<file path="src/rtl/burst_server.sv">
// Shared-resource burst executor: runs a `size`-beat burst per accepted start,
// pulses done, then holds off for GAP turnaround cycles. Keeps debug counters.
module burst_server #(
  parameter int SIZE_W = 3,
  parameter int CNT_W  = 8,
  parameter int GAP    = 1
) (
  input  logic              clk,
  input  logic              reset,
  input  logic              start,
  input  logic [SIZE_W-1:0] size,
  input  logic              owner,
  output logic              busy,
  output logic              beat,
  output logic [SIZE_W-1:0] beat_idx,
  output logic              beat_owner,
  output logic              done,
  output logic [CNT_W-1:0]  cnt_a,
  output logic [CNT_W-1:0]  cnt_b,
  output logic              proto_err
);

  typedef enum logic [1:0] {IDLE, RUN, FIN, TURN} state_t;

  localparam logic [2:0] GAP_LAST = (GAP > 0) ? 3'(GAP - 1) : 3'd0;

  state_t            state, nxt;
  logic [SIZE_W-1:0] size_q;
  logic [SIZE_W-1:0] idx_nxt;
  logic [2:0]        gap_cnt, gap_nxt;
  logic              accept;

  assign accept = (state == IDLE) && start;

  always_comb begin
    nxt     = state;
    idx_nxt = '0;
    gap_nxt = '0;
    case (state)
      IDLE: begin
        if (start) nxt = (size == '0) ? FIN : RUN;
      end
      RUN: begin
        if (beat_idx == size_q - SIZE_W'(1)) nxt = FIN;
        else idx_nxt = beat_idx + SIZE_W'(1);
      end
      FIN: begin
        nxt = (GAP > 0) ? TURN : IDLE;
      end
      TURN: begin
        if (gap_cnt == GAP_LAST) nxt = IDLE;
        else gap_nxt = gap_cnt + 3'd1;
      end
      default: nxt = IDLE;
    endcase
  end

  // Outputs are registered from the next state so they line up with the state register.
  always_ff @(posedge clk or negedge reset) begin
    if (!reset) begin
      state      <= IDLE;
      size_q     <= '0;
      gap_cnt    <= '0;
      busy       <= 1'b0;
      beat       <= 1'b0;
      beat_idx   <= '0;
      beat_owner <= 1'b0;
      done       <= 1'b0;
      cnt_a      <= '0;
      cnt_b      <= '0;
      proto_err  <= 1'b0;
    end else begin
      state    <= nxt;
      gap_cnt  <= gap_nxt;
      beat_idx <= idx_nxt;
      busy     <= (nxt != IDLE);
      beat     <= (nxt == RUN);
      done     <= (nxt == FIN);
      if (accept) begin
        size_q     <= size;
        beat_owner <= owner;
      end
      if ((start && state != IDLE) || (accept && size == '0)) proto_err <= 1'b1;
      if (state == FIN) begin
        if (!beat_owner) begin
          if (cnt_a != '1) cnt_a <= cnt_a + CNT_W'(1);
        end else begin
          if (cnt_b != '1) cnt_b <= cnt_b + CNT_W'(1);
        end
      end
    end
  end

endmodule

</file>
<file path="config.mk">
export PLATFORM = sky130hd
export DESIGN_NAME = burst_server
export DESIGN_NICKNAME = d
export VERILOG_FILES = /design/src/rtl/burst_server.sv
export SDC_FILE = /design/constraint.sdc
export NUM_CORES = 1
export LEC_CHECK = 0
export ABC_AREA = 1
export BUFFER_PORTS_ARGS = -buffer_cell sky130_fd_sc_hd__buf_2
export CORE_UTILIZATION = 50
export CTS_BUF_LIST = sky130_fd_sc_hd__clkbuf_4 sky130_fd_sc_hd__clkbuf_8
export CTS_CLUSTER_DIAMETER = 100
export DETAILED_ROUTE_END_ITERATION = 10
export GPL_ROUTABILITY_DRIVEN = 0
export HOLD_SLACK_MARGIN = 0.15
export PLACE_DENSITY = 0.77
export REMOVE_ABC_BUFFERS = 1
export SLEW_MARGIN = 20
export SYNTH_ARGS = -nofsm -noshare
export SYNTH_HDL_FRONTEND = slang
export SYNTH_SLANG_ARGS = --single-unit
export TNS_END_PERCENT = 1
</file>
<file path="constraint.sdc">
create_clock -name clk -period 2.05 [get_ports clk]
set_clock_uncertainty 0.15 [all_clocks]
set_input_delay 0.205 -clock clk [delete_from_list [all_inputs] [get_ports clk]]
set_output_delay 0.205 -clock clk [all_outputs]
set_load 0.02 [all_outputs]
</file>
==> flow_metrics.env, run 1 <==
export IMPL_status="finished clean"
export IMPL_async_flop_share_pct=100
export IMPL_drive_gt1_share_pct=19.1
export IMPL_cp_startpoint="cnt_b[0]"
export IMPL_drv_slew=0
export IMPL_p_sw_share_pct=42.6
export IMPL_crit_slowest_cell="dfrtp_1"
export IMPL_portBuffers=30
export IMPL_clkLatencyLatePin_ns=0.32
export IMPL_cts_tree="done"
export IMPL_dp_hpwl_mm=2.07
export IMPL_p_sw_mw=0.947
export IMPL_seq_area_frac_synth_pct=49.0
export IMPL_yosysMostFrequentCell="nand2_1"
export IMPL_reg2reg_from="cnt_b[0]"
export IMPL_power_mw=2.22
export IMPL_irDropWorstVdd_v=0.000713
export IMPL_p_seq_share_pct=43.0
export IMPL_critPathMaxStageDelay_ns=0.43
export IMPL_layout_min_cycle_time_ns=1.76
export IMPL_internal_power_mw=1.28
export IMPL_rows=20
export IMPL_drt_wl_total_mm=2.75
export IMPL_worstSetupPathType="reg2reg"
export IMPL_cts_buffer_depth=2
export IMPL_combPwrFrac_pct=42.0
export IMPL_grt_pass1_wl_mm=5.06
export IMPL_fmax_ghz=0.569
export IMPL_die_h_um=59.1
export IMPL_drc_errors=0
export IMPL_yosysWarnings=0
export IMPL_core_area_mm2=0.00308
export IMPL_first_pass_iters=4
export IMPL_antenna_found_initial=0
export IMPL_synth_area_mm2=0.00163
export IMPL_vias=1321
export IMPL_design_portCount=31
export IMPL_ys_ff_latch=32
export IMPL_synth_flop_cell="dfrtp_1"
export IMPL_yosys_top_cells_count="nand2_1, inv_1, dfrtp_1, nor2_1, nand3_1"
export IMPL_cts_sinks=32
export IMPL_track_usage_pct=19.6
export IMPL_cp_num_buf_inv=1
export IMPL_path_cells="ha_1, nand3_1, nor2_2, nand3_1, nand2_1, inv_1, o21ai_0, nand2_1"
export IMPL_die_area_mm2=0.00350
export IMPL_post_synth_top_area_fraction_pct=49.0
export IMPL_drtAntennaViolNets=0
export IMPL_finalHoldViolations=0
export IMPL_crit_fanout=11
export IMPL_clockRootBuffer="clkbuf_4"
export IMPL_synth_top_cell_by_area="dfrtp_1"
export IMPL_antenna_cells=0
export IMPL_syn2layout_area_growth_pct=18.6
export IMPL_p_leak_nw=1.06
export IMPL_hold_class="in2async"
export IMPL_finalNetCount=254
export IMPL_grt_max_degree=33
export IMPL_synth_cell_types=24
export IMPL_clkPwrFrac_pct=15.0
export IMPL_powerDensity_mw_per_mm2=1150
export IMPL_tns_ns=0
export IMPL_max_slew_margin_pct=53.5
export IMPL_grt_pass1_vias=1237
export IMPL_cp_data_required_time_ns=2.11
export IMPL_cp_top_family="simple AND/OR/NAND/NOR gates"
export IMPL_finalSetupViolations=0
export IMPL_cts_buffers=5
export IMPL_period_share_pct=85.7
export IMPL_fp_dieW_um=59.1
export IMPL_cp_start_kind="flip-flop"
export IMPL_synth_cells=199
export IMPL_rsz0062_at_grt="no"
export IMPL_syn_area_per_cell_um2=8.21
export IMPL_clkTransAtPathRegs_ns=0.09
export IMPL_htreeDepth=2
export IMPL_final_util_pct=62.9
export IMPL_avgRoutedWirePerCell_um=9.65
export IMPL_tightestPinTransition_ns=0.698
export IMPL_synth_edf_count=0
export IMPL_synth_area_leaders="dfrtp_1, nand2_1, inv_1, xnor2_1, ha_1"
export IMPL_crit_arrival_ns=1.82
export IMPL_drt_first_iter_violations=36
export IMPL_start_util_pct=53.0
export IMPL_vias_per_cell=4.64
export IMPL_maxCapViolations=0
export IMPL_overflow=0
export IMPL_cp_end_kind="flip-flop"
==> path summary, 6_finish.rpt <==
path | to | cells after the start | slack [ns]
max in group asynchronous | cnt_a[1] | 2 | 0.99
min in group clk | gap_cnt[0] | 1 | 0.31
worst max register to register | cnt_b[7] | 8 | 0.29
worst min-delay path | proto_err | 2 | 0.31
worst min register to register | gap_cnt[0] | 1 | 0.31
worst max-delay path | cnt_b[7] | 8 | 0.29
==> through the flow <==
stage                     hold WS (ns)  setup slack (ns)  cell area (µm²)  std cells
after floorplan                 -0.241             0.305             1620        198
after global placement           0.149             0.375             1830        272
after detailed placement         0.150             0.305             1830        272
after CTS                        0.316             0.292             1940        285
after global routing             0.333             0.120             1940        285
final                            0.311             0.292             1940        285
==> cell type report <==
class	count	area (µm²)
inverters	34	130
multi-input cells	132	691
clock buffers	6	45.0
fillers	288	1140
repair buffers	36	210
well taps	44	55.1
clock inverters	1	5.00
flip-flops and latches	32	801
==> power groups by stage <==
stage	combinational, mW	sequential (mW)	clock (mW)
after floorplan	0.547	1.09	0
after global placement	0.909	0.963	0
after detailed placement	0.936	0.969	0
after CTS	0.946	0.958	0.350
after global routing	1.10	0.986	0.384
final	0.935	0.956	0.333
==> cells by family (layout without fill, tap and decap cells) <==
logic type | Yosys count | count (layout) | synth area share, %
AND/OR/NAND/NOR | 98 | 98 | 25.8
flip-flops | 32 | 32 | 49.0
AO/OA/AOI/OAI | 16 | 16 | 5.44
buffers and inverters | 35 | 77 | 8.66
XOR/XNOR | 12 | 12 | 6.44
adder cells (fa/ha/maj) | 6 | 6 | 4.60
==> placed cells by master (no fill, tap or decap) <==
master / instances
nand2_1: 58
inv_1: 33
dfrtp_1: 32
buf_2: 30
nor2_1: 16
nand3_1: 13
o21ai_0: 11
xnor2_1: 9
ha_1: 6
clkbuf_4: 6
dlygate4sd3_1: 6
xor2_1: 3
nand2_2: 2
nand4_1: 2
nor3_1: 2
a21oi_2: 1
or2_2: 1
o211ai_1: 1
nand3_2: 1
nor3_2: 1
nand2_4: 1
inv_4: 1
o21ai_1: 1
o21a_1: 1
nor2_2: 1
a21oi_1: 1
clkinv_2: 1
==> flip-flops by register name, indices dropped and copies added (netlist names) <==
| signal | flops |
|---|---|
| cnt_b | 8 |
| done | 1 |
| cnt_a | 8 |
| busy | 1 |
| state | 2 |
| gap_cnt | 3 |
| size_q | 3 |
| proto_err | 1 |
| beat_idx | 3 |
| beat | 1 |
| beat_owner | 1 |
==> layer usage <==
| layer | GRT usage, % | part of all wire, % | up-vias |
|---|---|---|---|
| met2 | 31.7 | 47 | 26 |
| met3 | 4.59 | 3.0 | 4 |
| met1 | 25.3 | 49 | 595 |
| met4 | 8.16 | 1.1 | 0 |
| li1 | - | - | 696 |
| met5 | 0 | 0 | - |
==> what timing repair did <==
action,CTS,global route
buffers inserted,0,0
endpoints found under the hold margin,37,0
hold buffers,6,0
gates resized for setup,0,0
setup endpoints to repair,0,0
(Power assumes the default switching activity.)
==> inputs of run 2 (changes only) <==
Settings changed: ABC_AREA 1 to 0, CORE_UTILIZATION 50 to 26, PLACE_DENSITY 0.77 to 0.48.
==> flow_metrics.env, run 2 <==
export IMPL_post_place_ws_ns=0.209
export IMPL_synth_area_leaders="dfrtp_1, xor2_1, ha_1, xnor2_1, mux2_2"
export IMPL_clkTransAtPathRegs_ns=0.07
export IMPL_first_pass_iters=6
export IMPL_synth_cell_types=28
export IMPL_clkLatencyLatePin_ns=0.29
export IMPL_overflow=0
export IMPL_finalSetupViolations=0
export IMPL_irDropWorstVdd_v=0.000602
export IMPL_cts_sinks=32
export IMPL_design_portCount=31
export IMPL_top_regs="cnt_a: 8 flops, cnt_b: 8 flops"
export IMPL_die_h_um=77.1
export IMPL_synth_edf_count=0
export IMPL_drtAntennaViolNets=0
export IMPL_use_met1_pct=14.3
export IMPL_rsz0062_at_grt="no"
export IMPL_maxCapViolations=0
export IMPL_dp_hpwl_mm=2.02
export IMPL_tightestPinTransition_ns=0.719
export IMPL_p_sw_share_pct=35.5
export IMPL_grt_pass1_wl_mm=4.89
export IMPL_combPwrFrac_pct=34.1
export IMPL_core_area_mm2=0.00527
export IMPL_vias_per_cell=4.47
export IMPL_worstSetupPathType="reg2reg"
export IMPL_drt_first_iter_violations=35
export IMPL_drv_slew=0
export IMPL_avgRoutedWirePerCell_um=12.0
export IMPL_cp_end_kind="flip-flop"
export IMPL_internal_power_mw=1.53
export IMPL_drc_errors=0
export IMPL_crit_slowest_cell="dfrtp_1"
export IMPL_seq_area_frac_synth_pct=54.6
export IMPL_max_slew_margin_pct=52.1
export IMPL_stdcell_count=234
export IMPL_drive_gt1_share_pct=32.9
export IMPL_final_util_pct=35.6
export IMPL_start_util_pct=27.8
export IMPL_antenna_found_initial=0
export IMPL_crit_fanout=4
export IMPL_post_synth_top_area_fraction_pct=54.6
export IMPL_cp_num_buf_inv=1
export IMPL_cts_tree="done"
export IMPL_syn_area_per_cell_um2=12.2
export IMPL_htreeDepth=2
export IMPL_p_leak_nw=0.937
export IMPL_hold_class="reg2reg"
export IMPL_antenna_cells=0
export IMPL_synth_top_cell_by_area="dfrtp_1"
export IMPL_yosysWarnings=0
export IMPL_crit_arrival_ns=1.85
export IMPL_synth_area_mm2=0.00147
export IMPL_portBuffers=30
export IMPL_synth_cells=120
export IMPL_layout_commonest_cell="dfrtp_1"
export IMPL_fin_ws_ns=0.218
export IMPL_cp_top_family="simple AND/OR/NAND/NOR gates"
export IMPL_die_area_mm2=0.00594
export IMPL_period_share_pct=89.4
export IMPL_track_usage_pct=10.7
export IMPL_cts_buffers=5
export IMPL_synth_flop_cell="dfrtp_1"
export IMPL_vias=1046
export IMPL_cp_start_kind="flip-flop"
export IMPL_syn2layout_area_growth_pct=27.9
export IMPL_cp_data_required_time_ns=2.07
export IMPL_cts_buffer_depth=2
export IMPL_ys_ff_latch=32
export IMPL_path_cells="inv_1, ha_1, xor2_1, a311o_2, nand3_1, or2_2"
export IMPL_powerDensity_mw_per_mm2=1260
export IMPL_p_seq_share_pct=40.3
export IMPL_grtUsageMet3_pct=3.33
export IMPL_yosys_top_cells_count="dfrtp_1, nand3_1, nor2_1, xor2_1, xnor2_1"
export IMPL_drt_wl_total_mm=2.81
export IMPL_fp_dieW_um=77.1
export IMPL_layout_min_cycle_time_ns=1.83
export IMPL_p_sw_mw=0.839
export IMPL_rows=26
export IMPL_clkPwrFrac_pct=25.6
export IMPL_grt_busiest_layer="met2"
export IMPL_grt_max_degree=33
export IMPL_use_met2_pct=15.6
export IMPL_grt_pass1_vias=1061
export IMPL_status="finished clean"
export IMPL_clockRootBuffer="clkbuf_8"
export IMPL_most_common_layout_cells="dfrtp_1, buf_2, xor2_1, nor2_1, nand3_1"
export IMPL_async_flop_share_pct=100
export IMPL_yosysMostFrequentCell="dfrtp_1"
export IMPL_finalHoldViolations=0
export IMPL_fmax_ghz=0.546
export IMPL_tns_ns=0
export IMPL_critPathMaxStageDelay_ns=0.37
export IMPL_finalNetCount=176
export IMPL_dpl_cell_count=220
export IMPL_fin_hold_ws_ns=0.306
==> run 2: changes by cell type after synthesis, sizes merged, moves of 3 or more <==
| cell | previous run | this run |
|---|---|---|
| and3 | 0 | 3 |
| inv | 34 | 7 |
| mux2 | 0 | 6 |
| nand2 | 61 | 6 |
| nand3 | 14 | 9 |
| nor2 | 17 | 9 |
| nor2b | 0 | 3 |
| o21ai | 12 | 0 |
| xor2 | 3 | 9 |
==> run 2: layout make-up <==
type | instances | area, µm²
Fill cell | 544 | 3390
Sequential cell | 32 | 801
Multi-Input combinational cell | 80 | 632
Timing Repair Buffer | 37 | 218
Tap cell | 70 | 87.6
Clock buffer | 6 | 76.3
Clock inverter | 2 | 35.0
Inverter | 7 | 26.3
==> run 2: what timing repair did <==
item / CTS / global route
buffers inserted: 0 / 0
gates resized for setup: 0 / 0
endpoints found under the hold margin: 38 / 0
hold buffers: 6 / 0
==> run 2: path summary, 6_finish.rpt <==
kind	cells after the start	slack, ns	from	to
min	1	0.31	proto_err	proto_err
max	6	0.22	size_q[0]	busy
min reg2reg	1	0.31	proto_err	proto_err
max in group asynchronous	2	0.92	reset	size_q[1]
min in group asynchronous	2	0.36	reset	cnt_a[3]
max reg2reg	6	0.22	size_q[0]	busy
==> run 2: power by group through the flow <==
stage / Combinational [mW] / Clock [mW] / Sequential (mW)
floorplan: 0.440 / 0 / 1.07
global placement: 0.798 / 0 / 0.959
detailed placement: 0.808 / 0 / 0.967
CTS: 0.820 / 0.624 / 0.958
global route: 0.904 / 0.649 / 0.984
finish: 0.806 / 0.606 / 0.954
==> run 2: worst reg2reg max path: stages, from the launching register on <==
cell     delay [ns]
dfrtp_1        0.37
inv_1          0.05
ha_1           0.29
xor2_1         0.17
a311o_2        0.24
nand3_1        0.13
or2_2          0.31
==> run 2: per-stage QoR <==
step | cell area, µm² | power, mW
after detailed placement | 1700 | 1.78
after global placement | 1700 | 1.76
after CTS | 1880 | 2.40
after global routing | 1880 | 2.54
after floorplan | 1460 | 1.51
final | 1880 | 2.37
==> run 2: cell families (layout without fill, tap and decap cells) <==
logic type	after synthesis	after routing	share of synthesized area [%]
adders and majority gates	6	6	5.12
xor gates and xnor gates	18	18	11.7
buffers and inverters	8	52	2.30
AOI/OAI and AO/OA	7	7	6.06
DFF	32	32	54.6
muxes	7	7	5.29
and+or+nand+nor	42	42	14.9
==> run 2: metal layers <==
| metal | wire length [µm] | part of all wire (%) |
|---|---|---|
| met5 | 0 | 0 |
| met4 | 61 | 2.2 |
| met3 | 151 | 5.4 |
| met2 | 1240 | 44 |
| met1 | 1350 | 48 |
==> inputs of run 3 (changes only) <==
Settings changed: PLACE_DENSITY 0.48 to 0.5.
Clock period 2.05 ns to 1.64 ns, I/O delays scaled along.
==> flow_metrics.env, run 3 (same netlist as run 2, synthesis figures left out) <==
export IMPL_status="finished with violations"
export IMPL_violations="setup timing"
export IMPL_syn2layout_area_growth_pct=46.8
export IMPL_vias=1142
export IMPL_core_area_mm2=0.00527
export IMPL_layout_min_cycle_time_ns=1.69
export IMPL_stdcell_count=263
export IMPL_design_portCount=31
export IMPL_overflow=0
export IMPL_grt_max_degree=33
export IMPL_clkLatencyLatePin_ns=0.28
export IMPL_reg2reg_from="beat_owner"
export IMPL_antenna_found_initial=0
export IMPL_drv_slew=0
export IMPL_clkTransAtPathRegs_ns=0.07
export IMPL_tightestPinTransition_ns=0.705
export IMPL_htreeDepth=2
export IMPL_most_common_layout_cells="dfrtp_1, buf_2, buf_4"
export IMPL_cts_sinks=32
export IMPL_clockRootBuffer="clkbuf_8"
export IMPL_min_from="size[1]"
export IMPL_dp_hpwl_mm=2.28
export IMPL_fp_dieW_um=77.1
export IMPL_rsz0062_at_grt="yes"
export IMPL_hold_class="in2reg"
export IMPL_regArea_um2=801
export IMPL_portBuffers=30
export IMPL_drc_errors=0
export IMPL_irDropWorstVdd_v=0.000663
export IMPL_drt_wl_total_mm=3.15
export IMPL_cts_buffer_depth=2
export IMPL_cp_start_kind="flip-flop"
export IMPL_finalNetCount=205
export IMPL_cts_tree="done"
export IMPL_max_slew_margin_pct=53.0
export IMPL_finalHoldViolations=0
export IMPL_dpl_cell_count=246
export IMPL_min_to="proto_err"
export IMPL_cp_end_kind="flip-flop"
export IMPL_cts_buffers=5
export IMPL_top_regs="cnt_a: 8 flops, cnt_b: 8 flops"
export IMPL_crit_arrival_ns=1.72
export IMPL_timing_rr_end="cnt_a[1]"
export IMPL_rows=26
export IMPL_fin_ws_ns=-0.0539
export IMPL_track_usage_pct=12.3
export IMPL_p_leak_nw=1.09
export IMPL_die_area_mm2=0.00594
export IMPL_start_util_pct=27.8
export IMPL_fill_cells=550
export IMPL_die_h_um=77.1
export IMPL_period_share_pct=103
export IMPL_worstSetupPathType="reg2reg"
export IMPL_vias_per_cell=4.34
export IMPL_final_util_pct=40.8
export IMPL_crit_fanout=8
export IMPL_grt_pass1_vias=1213
export IMPL_avgRoutedWirePerCell_um=12.0
export IMPL_powerDensity_mw_per_mm2=1580
export IMPL_r2r_setup_slack_ns=-0.05
export IMPL_cp_data_required_time_ns=1.67
export IMPL_drive_gt1_share_pct=50.3
export IMPL_drt_first_iter_violations=12
export IMPL_finalSetupViolations=8
export IMPL_fmax_ghz=0.590
export IMPL_layout_commonest_cell="dfrtp_1"
export IMPL_maxCapViolations=0
export IMPL_rr_worst_depth=3
export IMPL_multi_input_area_um2=706
export IMPL_grt_pass1_wl_mm=5.56
export IMPL_first_pass_iters=4
export IMPL_drtAntennaViolNets=0
export IMPL_antenna_cells=0
export IMPL_hold_depth=4
-- run 3: timing repair --
| action | 4_1_cts | 5_1_grt |
|---|---|---|
| endpoints found under the hold margin | 40 | 0 |
| resized for setup | 6 | 12 |
| hold buffers | 6 | 0 |
| endpoints found under the setup margin | 13 | 22 |
| buffers inserted | 3 | 0 |
| pin swaps | 4 | 3 |
-- run 3: worst max-delay path by stage --
stage,end,start,slack [ns]
after detailed placement,busy,size_q[0],-0.09
after global placement,busy,size_q[0],-0.07
after CTS,cnt_a[1],beat_owner,-0.04
after global routing,cnt_a[6],beat_owner,-0.11
final,cnt_a[1],beat_owner,-0.05
after floorplan,cnt_b[1],cnt_b[0],-0.15
-- run 3: stage by stage --
stage	hold slack, ns	setup TNS, ns	cell area, µm²	power (mW)	setup WS (ns)
2_1_floorplan	-0.282	-0.848	1460	1.89	-0.146
4_1_cts	0.231	-0.197	2100	3.30	-0.0442
3_5_place_dp	0.110	-0.259	1900	2.51	-0.0939
3_3_place_gp	0.101	-0.135	1900	2.48	-0.0699
6_report	0.231	-0.177	2150	3.40	-0.0539
5_1_grt	0.257	-1.24	2150	3.65	-0.112
-- run 3: worst max-delay path: stages (launching register included) --
cell and delay (ns):
dfrtp_1 0.39, or3b_4 0.41, a41oi_4 0.31, mux2_4 0.33
-- run 3: layer usage --
metal,GRT usage (%),part of all wire (%),up-vias
li1,-,-,552
met1,14.1,45,552
met2,19.6,46,31
met3,3.33,5.1,7
met4,9.06,3.4,0
met5,0,0,-
-- run 3: cell type report --
type / instances / share of cell area (%)
timing repair buffer: 66 / 20.4
inverter: 7 / 1.22
clock buffer: 6 / 3.84
tap: 70 / 4.07
multi-input combinational: 80 / 32.8
clock inverter: 2 / 0.465
sequential: 32 / 37.2
-- run 3: power breakdown --
part           total [mW]  leakage, nW  internal (mW)  switching [mW]
Clock               0.624       0.0510          0.334           0.289
Combinational        1.67        0.622          0.850           0.816
Sequential           1.11        0.415          0.991           0.117
Total                3.40         1.09           2.18            1.22
